### src/rtl/gemm_row_sched_if.sv
// Job control, element stream and result handshake between gemm_row_sched
// and its environment (slave = scheduler, master = driver/consumer).
interface gemm_row_sched_if #(
    parameter int N  = 32,
    parameter int EW = 16,
    parameter int AW = 81
);
    logic            start;
    logic [5:0]      num_rows;
    logic            in_valid;
    logic            in_ready;
    logic [EW-1:0]   in_data;
    logic [N*EW-1:0] vec_bus;
    logic [N*EW-1:0] row_bus;
    logic [AW-1:0]   dp_result;
    logic            res_valid;
    logic            res_ready;
    logic [AW-1:0]   res_data;
    logic [5:0]      res_row;
    logic            busy;
    logic            done;

    modport slave (
        input  start, num_rows, in_valid, in_data, dp_result, res_ready,
        output in_ready, vec_bus, row_bus, res_valid, res_data, res_row, busy, done
    );

    modport master (
        output start, num_rows, in_valid, in_data, dp_result, res_ready,
        input  in_ready, vec_bus, row_bus, res_valid, res_data, res_row, busy, done
    );
endinterface

### src/rtl/gemm_row_sched.sv
// Row scheduler for a matrix-vector product: loads one vector, then streams
// matrix rows through an external dot-product unit and hands back one result per row.
module gemm_row_sched #(
    parameter int N      = 32,
    parameter int EW     = 16,
    parameter int AW     = 81,
    parameter int DP_LAT = 1
) (
    input  logic            clk,
    input  logic            rst_n,
    gemm_row_sched_if.slave bus
);
    localparam int         EC_W     = (N > 1) ? $clog2(N) : 1;
    localparam logic [5:0] MAX_ROWS = 6'd32;

    typedef enum logic [2:0] {
        IDLE, LOAD_VEC, LOAD_ROW, COMPUTE, OUTPUT, FIN
    } state_t;

    state_t               r_state, w_next;
    logic [5:0]           r_rows;
    logic [5:0]           r_row_idx;
    logic [EC_W-1:0]      r_elem;
    logic [2:0]           r_lat;
    logic [N-1:0][EW-1:0] r_vec;
    logic [N-1:0][EW-1:0] r_row;
    logic [AW-1:0]        r_res_data;
    logic [5:0]           r_res_row;

    logic       w_in_ready, w_res_valid, w_busy, w_done;
    logic       w_beat, w_last_elem, w_lat_done, w_res_hs, w_more_rows;
    logic [5:0] w_rows_clamped;

    assign w_beat         = bus.in_valid && w_in_ready;
    assign w_last_elem    = (r_elem == EC_W'(N - 1));
    assign w_lat_done     = (r_lat == 3'(DP_LAT));
    assign w_res_hs       = w_res_valid && bus.res_ready;
    assign w_more_rows    = (r_row_idx + 6'd1) < r_rows;
    assign w_rows_clamped = (bus.num_rows > MAX_ROWS) ? MAX_ROWS : bus.num_rows;

    always_ff @(posedge clk or negedge rst_n) begin
        if (!rst_n) r_state <= IDLE;
        else        r_state <= w_next;
    end

    always_comb begin
        w_next = r_state;
        case (r_state)
            IDLE:     if (bus.start) w_next = (w_rows_clamped != 6'd0) ? LOAD_VEC : FIN;
            LOAD_VEC: if (w_beat && w_last_elem) w_next = LOAD_ROW;
            LOAD_ROW: if (w_beat && w_last_elem) w_next = COMPUTE;
            COMPUTE:  if (w_lat_done) w_next = OUTPUT;
            OUTPUT:   if (w_res_hs) w_next = w_more_rows ? LOAD_ROW : FIN;
            FIN:      w_next = IDLE;
            default:  w_next = IDLE;
        endcase
    end

    always_comb begin
        w_in_ready  = 1'b0;
        w_res_valid = 1'b0;
        w_busy      = 1'b1;
        w_done      = 1'b0;
        case (r_state)
            IDLE:               w_busy      = 1'b0;
            LOAD_VEC, LOAD_ROW: w_in_ready  = 1'b1;
            OUTPUT:             w_res_valid = 1'b1;
            FIN:                w_done      = 1'b1;
            default: ;
        endcase
    end

    // The element counter wraps to 0 after each full vector/row so the next load starts at element 0.
    always_ff @(posedge clk or negedge rst_n) begin
        if (!rst_n) begin
            r_rows     <= '0;
            r_row_idx  <= '0;
            r_elem     <= '0;
            r_lat      <= '0;
            r_vec      <= '0;
            r_row      <= '0;
            r_res_data <= '0;
            r_res_row  <= '0;
        end else begin
            case (r_state)
                IDLE: if (bus.start) begin
                    r_rows    <= w_rows_clamped;
                    r_row_idx <= '0;
                    r_elem    <= '0;
                end
                LOAD_VEC: if (w_beat) begin
                    r_vec[r_elem] <= bus.in_data;
                    r_elem        <= w_last_elem ? '0 : r_elem + 1'b1;
                end
                LOAD_ROW: if (w_beat) begin
                    r_row[r_elem] <= bus.in_data;
                    r_elem        <= w_last_elem ? '0 : r_elem + 1'b1;
                    r_lat         <= '0;
                end
                COMPUTE: begin
                    r_lat <= r_lat + 3'd1;
                    if (w_lat_done) begin
                        r_res_data <= bus.dp_result;
                        r_res_row  <= r_row_idx;
                    end
                end
                OUTPUT: if (w_res_hs && w_more_rows) r_row_idx <= r_row_idx + 6'd1;
                default: ;
            endcase
        end
    end

    assign bus.in_ready  = w_in_ready;
    assign bus.res_valid = w_res_valid;
    assign bus.busy      = w_busy;
    assign bus.done      = w_done;
    assign bus.vec_bus   = r_vec;
    assign bus.row_bus   = r_row;
    assign bus.res_data  = r_res_data;
    assign bus.res_row   = r_res_row;
endmodule
### src/flat_wrapper.sv
// flat-port wrapper written by rule: the top's interface ports become plain ports
module gemm_row_sched_flat 
#(
    parameter int N      = 32,
    parameter int EW     = 16,
    parameter int AW     = 81,
    parameter int DP_LAT = 1
)
  (clk, rst_n, bus_start, bus_num_rows, bus_in_valid, bus_in_data, bus_dp_result, bus_res_ready, bus_in_ready, bus_vec_bus, bus_row_bus, bus_res_valid, bus_res_data, bus_res_row, bus_busy, bus_done);
  gemm_row_sched_if #(.N(N), .EW(EW), .AW(AW)) bus_i ();
  input  logic clk;
  input  logic rst_n;
  input wire logic [$bits(bus_i.start)-1:0] bus_start;
  input wire logic [$bits(bus_i.num_rows)-1:0] bus_num_rows;
  input wire logic [$bits(bus_i.in_valid)-1:0] bus_in_valid;
  input wire logic [$bits(bus_i.in_data)-1:0] bus_in_data;
  input wire logic [$bits(bus_i.dp_result)-1:0] bus_dp_result;
  input wire logic [$bits(bus_i.res_ready)-1:0] bus_res_ready;
  output wire logic [$bits(bus_i.in_ready)-1:0] bus_in_ready;
  output wire logic [$bits(bus_i.vec_bus)-1:0] bus_vec_bus;
  output wire logic [$bits(bus_i.row_bus)-1:0] bus_row_bus;
  output wire logic [$bits(bus_i.res_valid)-1:0] bus_res_valid;
  output wire logic [$bits(bus_i.res_data)-1:0] bus_res_data;
  output wire logic [$bits(bus_i.res_row)-1:0] bus_res_row;
  output wire logic [$bits(bus_i.busy)-1:0] bus_busy;
  output wire logic [$bits(bus_i.done)-1:0] bus_done;
  assign bus_i.start = bus_start;
  assign bus_i.num_rows = bus_num_rows;
  assign bus_i.in_valid = bus_in_valid;
  assign bus_i.in_data = bus_in_data;
  assign bus_i.dp_result = bus_dp_result;
  assign bus_i.res_ready = bus_res_ready;
  assign bus_in_ready = bus_i.in_ready;
  assign bus_vec_bus = bus_i.vec_bus;
  assign bus_row_bus = bus_i.row_bus;
  assign bus_res_valid = bus_i.res_valid;
  assign bus_res_data = bus_i.res_data;
  assign bus_res_row = bus_i.res_row;
  assign bus_busy = bus_i.busy;
  assign bus_done = bus_i.done;
  gemm_row_sched #(.N(N), .EW(EW), .AW(AW), .DP_LAT(DP_LAT)) u_core (.clk(clk), .rst_n(rst_n), .bus(bus_i));
endmodule
### config.mk
export PLATFORM = sky130hd
export DESIGN_NAME = gemm_row_sched_flat
export DESIGN_NICKNAME = d
export VERILOG_FILES = /design/src/rtl/gemm_row_sched_if.sv /design/src/rtl/gemm_row_sched.sv /design/src/flat_wrapper.sv
export SDC_FILE = /design/constraint.sdc
export NUM_CORES = 1
export LEC_CHECK = 0
export BUFFER_PORTS_ARGS = -buffer_cell sky130_fd_sc_hd__buf_2
export CAP_MARGIN = 20
export CORE_AREA = 2 2 472 474
export DETAILED_ROUTE_END_ITERATION = 8
export DIE_AREA = 0 0 474 476
export PLACE_DENSITY = 0.35
export RECOVER_POWER = 100
export SYNTH_ARGS = -nofsm -noshare
export SYNTH_HDL_FRONTEND = slang
export SYNTH_SLANG_ARGS = --single-unit
export TNS_END_PERCENT = 100
### constraint.sdc
create_clock -name clk -period 2.67 [get_ports clk]
set_input_delay 0.4005 -clock clk [delete_from_list [all_inputs] [get_ports clk]]
set_output_delay 0.4005 -clock clk [all_outputs]
set_load 0.02 [all_outputs]
==> results.py <==
metrics = {
    "outcome": {
        "status": "finished, violations left",
        "violations": "max-capacitance violations, max-slew violations",
    },
    "power": {
        "p_seq_share_pct": 40.0,
        "comb_power_share_pct": 25.3,
        "swShare_pct": 34.6,
        "p_int_mw": 36.4,
        "power_density_mw_per_mm2": 965,
        "pwr-share-clk_pct": 34.8,
        "p_switching_mw": 19.3,
        "peakVddDrop_uv": 586,
        "p_leak_nw": 27.3,
    },
    "clock_network": {
        "clock_latency_ns": 0.76,
        "cts_setup_buffers": 0,
        "cts.htree.levels": 4,
        "clk_pin_slew_ns": 0.06,
        "clockRootBuffer": "clkbuf_16",
        "cts_buffers": 143,
        "ctsLongestPathBuffers": 3,
        "cts_sinks": 1134,
        "cts_tree": "done",
    },
    "timing": {
        "timing.final.crit_share_pct": 93.9,
        "rsz0062_at_grt": "no",
        "hold_violations": 0,
        "slew_headroom_pct": -13.0,
        "fin_skew_ns": 0.0360,
        "fin_crit_ns": 2.51,
        "fmax_ghz": 0.399,
        "drv_slew": 244,
        "tightest_slew_ns": 1.70,
        "finalSetupViolCount": 0,
        "worst_hold_slack_ns": 0.171,
    },
    "global_routing": {
        "antenna_found_initial": 22,
        "grt.overflow.total": 0,
        "grt_pass1_vias": 29800,
        "grt_max_degree": 95,
        "use_met1_pct": 19.8,
        "track_usage_pct": 16.6,
        "grt.busiest_layer": "met2",
        "grt_pass1_wl_um": 259000,
        "use_met3_pct": 5.71,
        "met2_usage_pct": 27.8,
    },
    "final_layout": {
        "stdcell_area_mm2": 0.0576,
        "nets": 4197,
        "drive_above_1_share_pct": 37.7,
        "fin_util_pct": 26.1,
        "final_cells": 7166,
        "area_growth_pct": 32.5,
    },
    "logic_synthesis": {
        "synth_compound_area_share_pct": 0.590,
        "synth_cell_type_count": 57,
        "synth_top_family_by_area": "multiplexers",
        "synth.avg_cell_area_um2": 16.2,
        "synth_top_cell_by_area": "dfrtp_1",
        "synth-main-ff-cell": "dfrtp_1",
        "ys_ff_latch": 1134,
        "yosys.area.top_type_share_pct": 65.3,
        "synth_area_mm2": 0.0435,
        "synth_warnings": 0,
        "syn_inst": 2678,
        "synth_fa_ha_area_share_pct": 0.374,
        "synthMuxAreaShare_pct": 29.0,
        "synth_xor_area_share_pct": 0.101,
        "synth-seq-area-share_pct": 65.3,
        "yosys.area_share.simple_pct": 2.23,
        "synthArstFlopShare_pct": 100,
        "synthesis.nets": 2799,
        "synth_enable_flop_cells": 0,
        "synthTopCellsByArea": "dfrtp_1 65%, mux2_2 28%, clkbuf_1 0.88%",
    },
    "floorplanning": {
        "std_cell_rows": 173,
        "dieArea_mm2": 0.226,
        "die_h_um": 476,
        "start_util_pct": 19.7,
        "ios": 1223,
        "fp.coreArea_mm2": 0.221,
        "die_x_um": 474,
    },
    "min_path": {
        "hold_class": "input pin to async pin",
    },
    "critical_path": {
        "cp_top_family": "simple AND/OR/NAND/NOR gates",
        "cp_max_fo": 16,
        "path_buf_inv": 1,
        "startpoint_type": "flop",
        "critPathSlowestCell": "clkbuf_2",
        "cp_cell_sequence": "and4bb_4, and2_0, nand2_2, clkbuf_2, mux2_2",
        "required_ns": 3.32,
        "worstPathArrival_ns": 3.16,
        "worstSetupPathType": "flop to flop",
        "crit_path_end_kind": "flop",
        "cpPeakStageDelay_ns": 0.55,
    },
    "place": {
        "post_dp_cell_area_mm2": 0.0541,
        "io_buffer_count": 1222,
        "gp_congestion": 0.745,
        "dp.cells": 6812,
        "dp_hpwl_um": 134000,
    },
    "route": {
        "ant_nets": 0,
        "vias": 28300,
        "first_pass_iters": 5,
        "wl_per_cell_um": 27.0,
        "route.detailed.drc": 0,
        "viasPerCell": 3.95,
        "drtIter0Drc": 1017,
        "totalWireLength_um": 193000,
    },
    "job": {
        "maxCapViolCount": 5,
    },
}
[per-stage QoR]
stage | power [mW] | setup TNS, ns | setup slack, ns
6_report | 55.6 | 0 | 0.163
3_5_place_dp | 37.9 | -13.21 | -0.177
3_3_place_gp | 37.7 | -10.96 | -0.150
4_1_cts | 57.8 | 0 | 0.0406
5_1_grt | 58.4 | 0 | 0.0194
2_1_floorplan | 30.7 | 0 | 0.511
[cells by family (layout without fill, tap and decap cells)]
kind of cell / Yosys count / in the layout
flops: 1134 / 1134
buf+inv: 226 / 1730
mux: 1115 / 1115
xor+xnor: 5 / 5
fa+ha+maj: 13 / 13
simple gates: 143 / 143
compound gates: 42 / 42
other cells: 0 / 9
[placed cells by master (no fill, tap or decap), drive strengths merged, types with 8 or more instances in the layout]
cell type,instances
nand3,11
and2,8
buf,169
diode,9
nor2,15
inv,27
o21ai,20
clkbuf,1423
ha,13
dlygate4sd3,94
nand2b,8
nand2,70
mux2,1113
dfrtp,1134
clkinv,12
[state kept, by name (all words and copies together), names as in the netlist]
register,cells
u_core.r_row_idx,6
u_core.r_rows,6
u_core.bus.res_data,81
u_core.bus.res_row,6
u_core.bus.row_bus,512
u_core.r_elem,5
u_core.bus.vec_bus,512
u_core.r_lat,3
u_core.r_state,3
[layout make-up]
class,count,area (um^2)
clock buffer,226,4350
sequential,1134,28400
clock inverter,25,317
tap,2975,3720
antenna,9,22.5
fill,23500,163000
timing repair buffer,1460,6840
inverter,19,71.3
multi-input combinational,1318,13900
[cells in the mapped netlist, types with 10 or more instances]
| cell type | number |
|---|---|
| inv_1 | 18 |
| o21ai_0 | 19 |
| buf_1 | 16 |
| mux2_2 | 1083 |
| dfrtp_1 | 1134 |
| buf_2 | 68 |
| buf_6 | 10 |
| clkbuf_1 | 102 |
| ha_1 | 13 |
| nand2_1 | 14 |
| nand2_2 | 50 |
| mux2_4 | 20 |
| mux2_1 | 10 |
[timing repair]
action / 4_1_cts / 5_1_grt
hold buffers: 94 / 0
resized for setup: 4 / 2
setup endpoints to repair: 98 / 4
hold endpoints to repair: 153 / 0
[final timing paths]
path                       cells after the start                     startpoint                             endpoint  slack [ns]
setup reg to reg                               5  u_core.r_state[1]$_DFFE_PN0P_   u_core.bus.vec_bus[58]$_DFFE_PN0P_        0.16
min in group clk                               2                bus_in_data[12]  u_core.bus.vec_bus[396]$_DFFE_PN0P_        0.17
max in group asynchronous                      4                          rst_n  u_core.bus.row_bus[100]$_DFFE_PN0P_        0.37
setup / recovery                               5  u_core.r_state[1]$_DFFE_PN0P_   u_core.bus.vec_bus[58]$_DFFE_PN0P_        0.16
hold reg to reg                                2   u_core.r_rows[2]$_DFFE_PN0P_         u_core.r_rows[2]$_DFFE_PN0P_        0.48
hold / removal                                 2                          rst_n  u_core.bus.row_bus[493]$_DFFE_PN0P_        0.17
[layer usage]
layer  routed length [um]  share of wire [%]
met5                   29              0.015
met4                 6920                3.6
met3                15400                8.0
met2                93200                 48
met1                77700                 40
[power groups by stage]
stage | logic (mW) | clock network (mW) | registers (mW)
floorplan | 4.47 | 0 | 26.3
global placement | 15.4 | 0 | 22.4
detailed placement | 15.4 | 0 | 22.4
CTS | 15.6 | 20.1 | 22.1
global route | 15.0 | 20.7 | 22.7
finish | 14.1 | 19.3 | 22.2
Note: power is estimated with default switching activity, not from simulation.
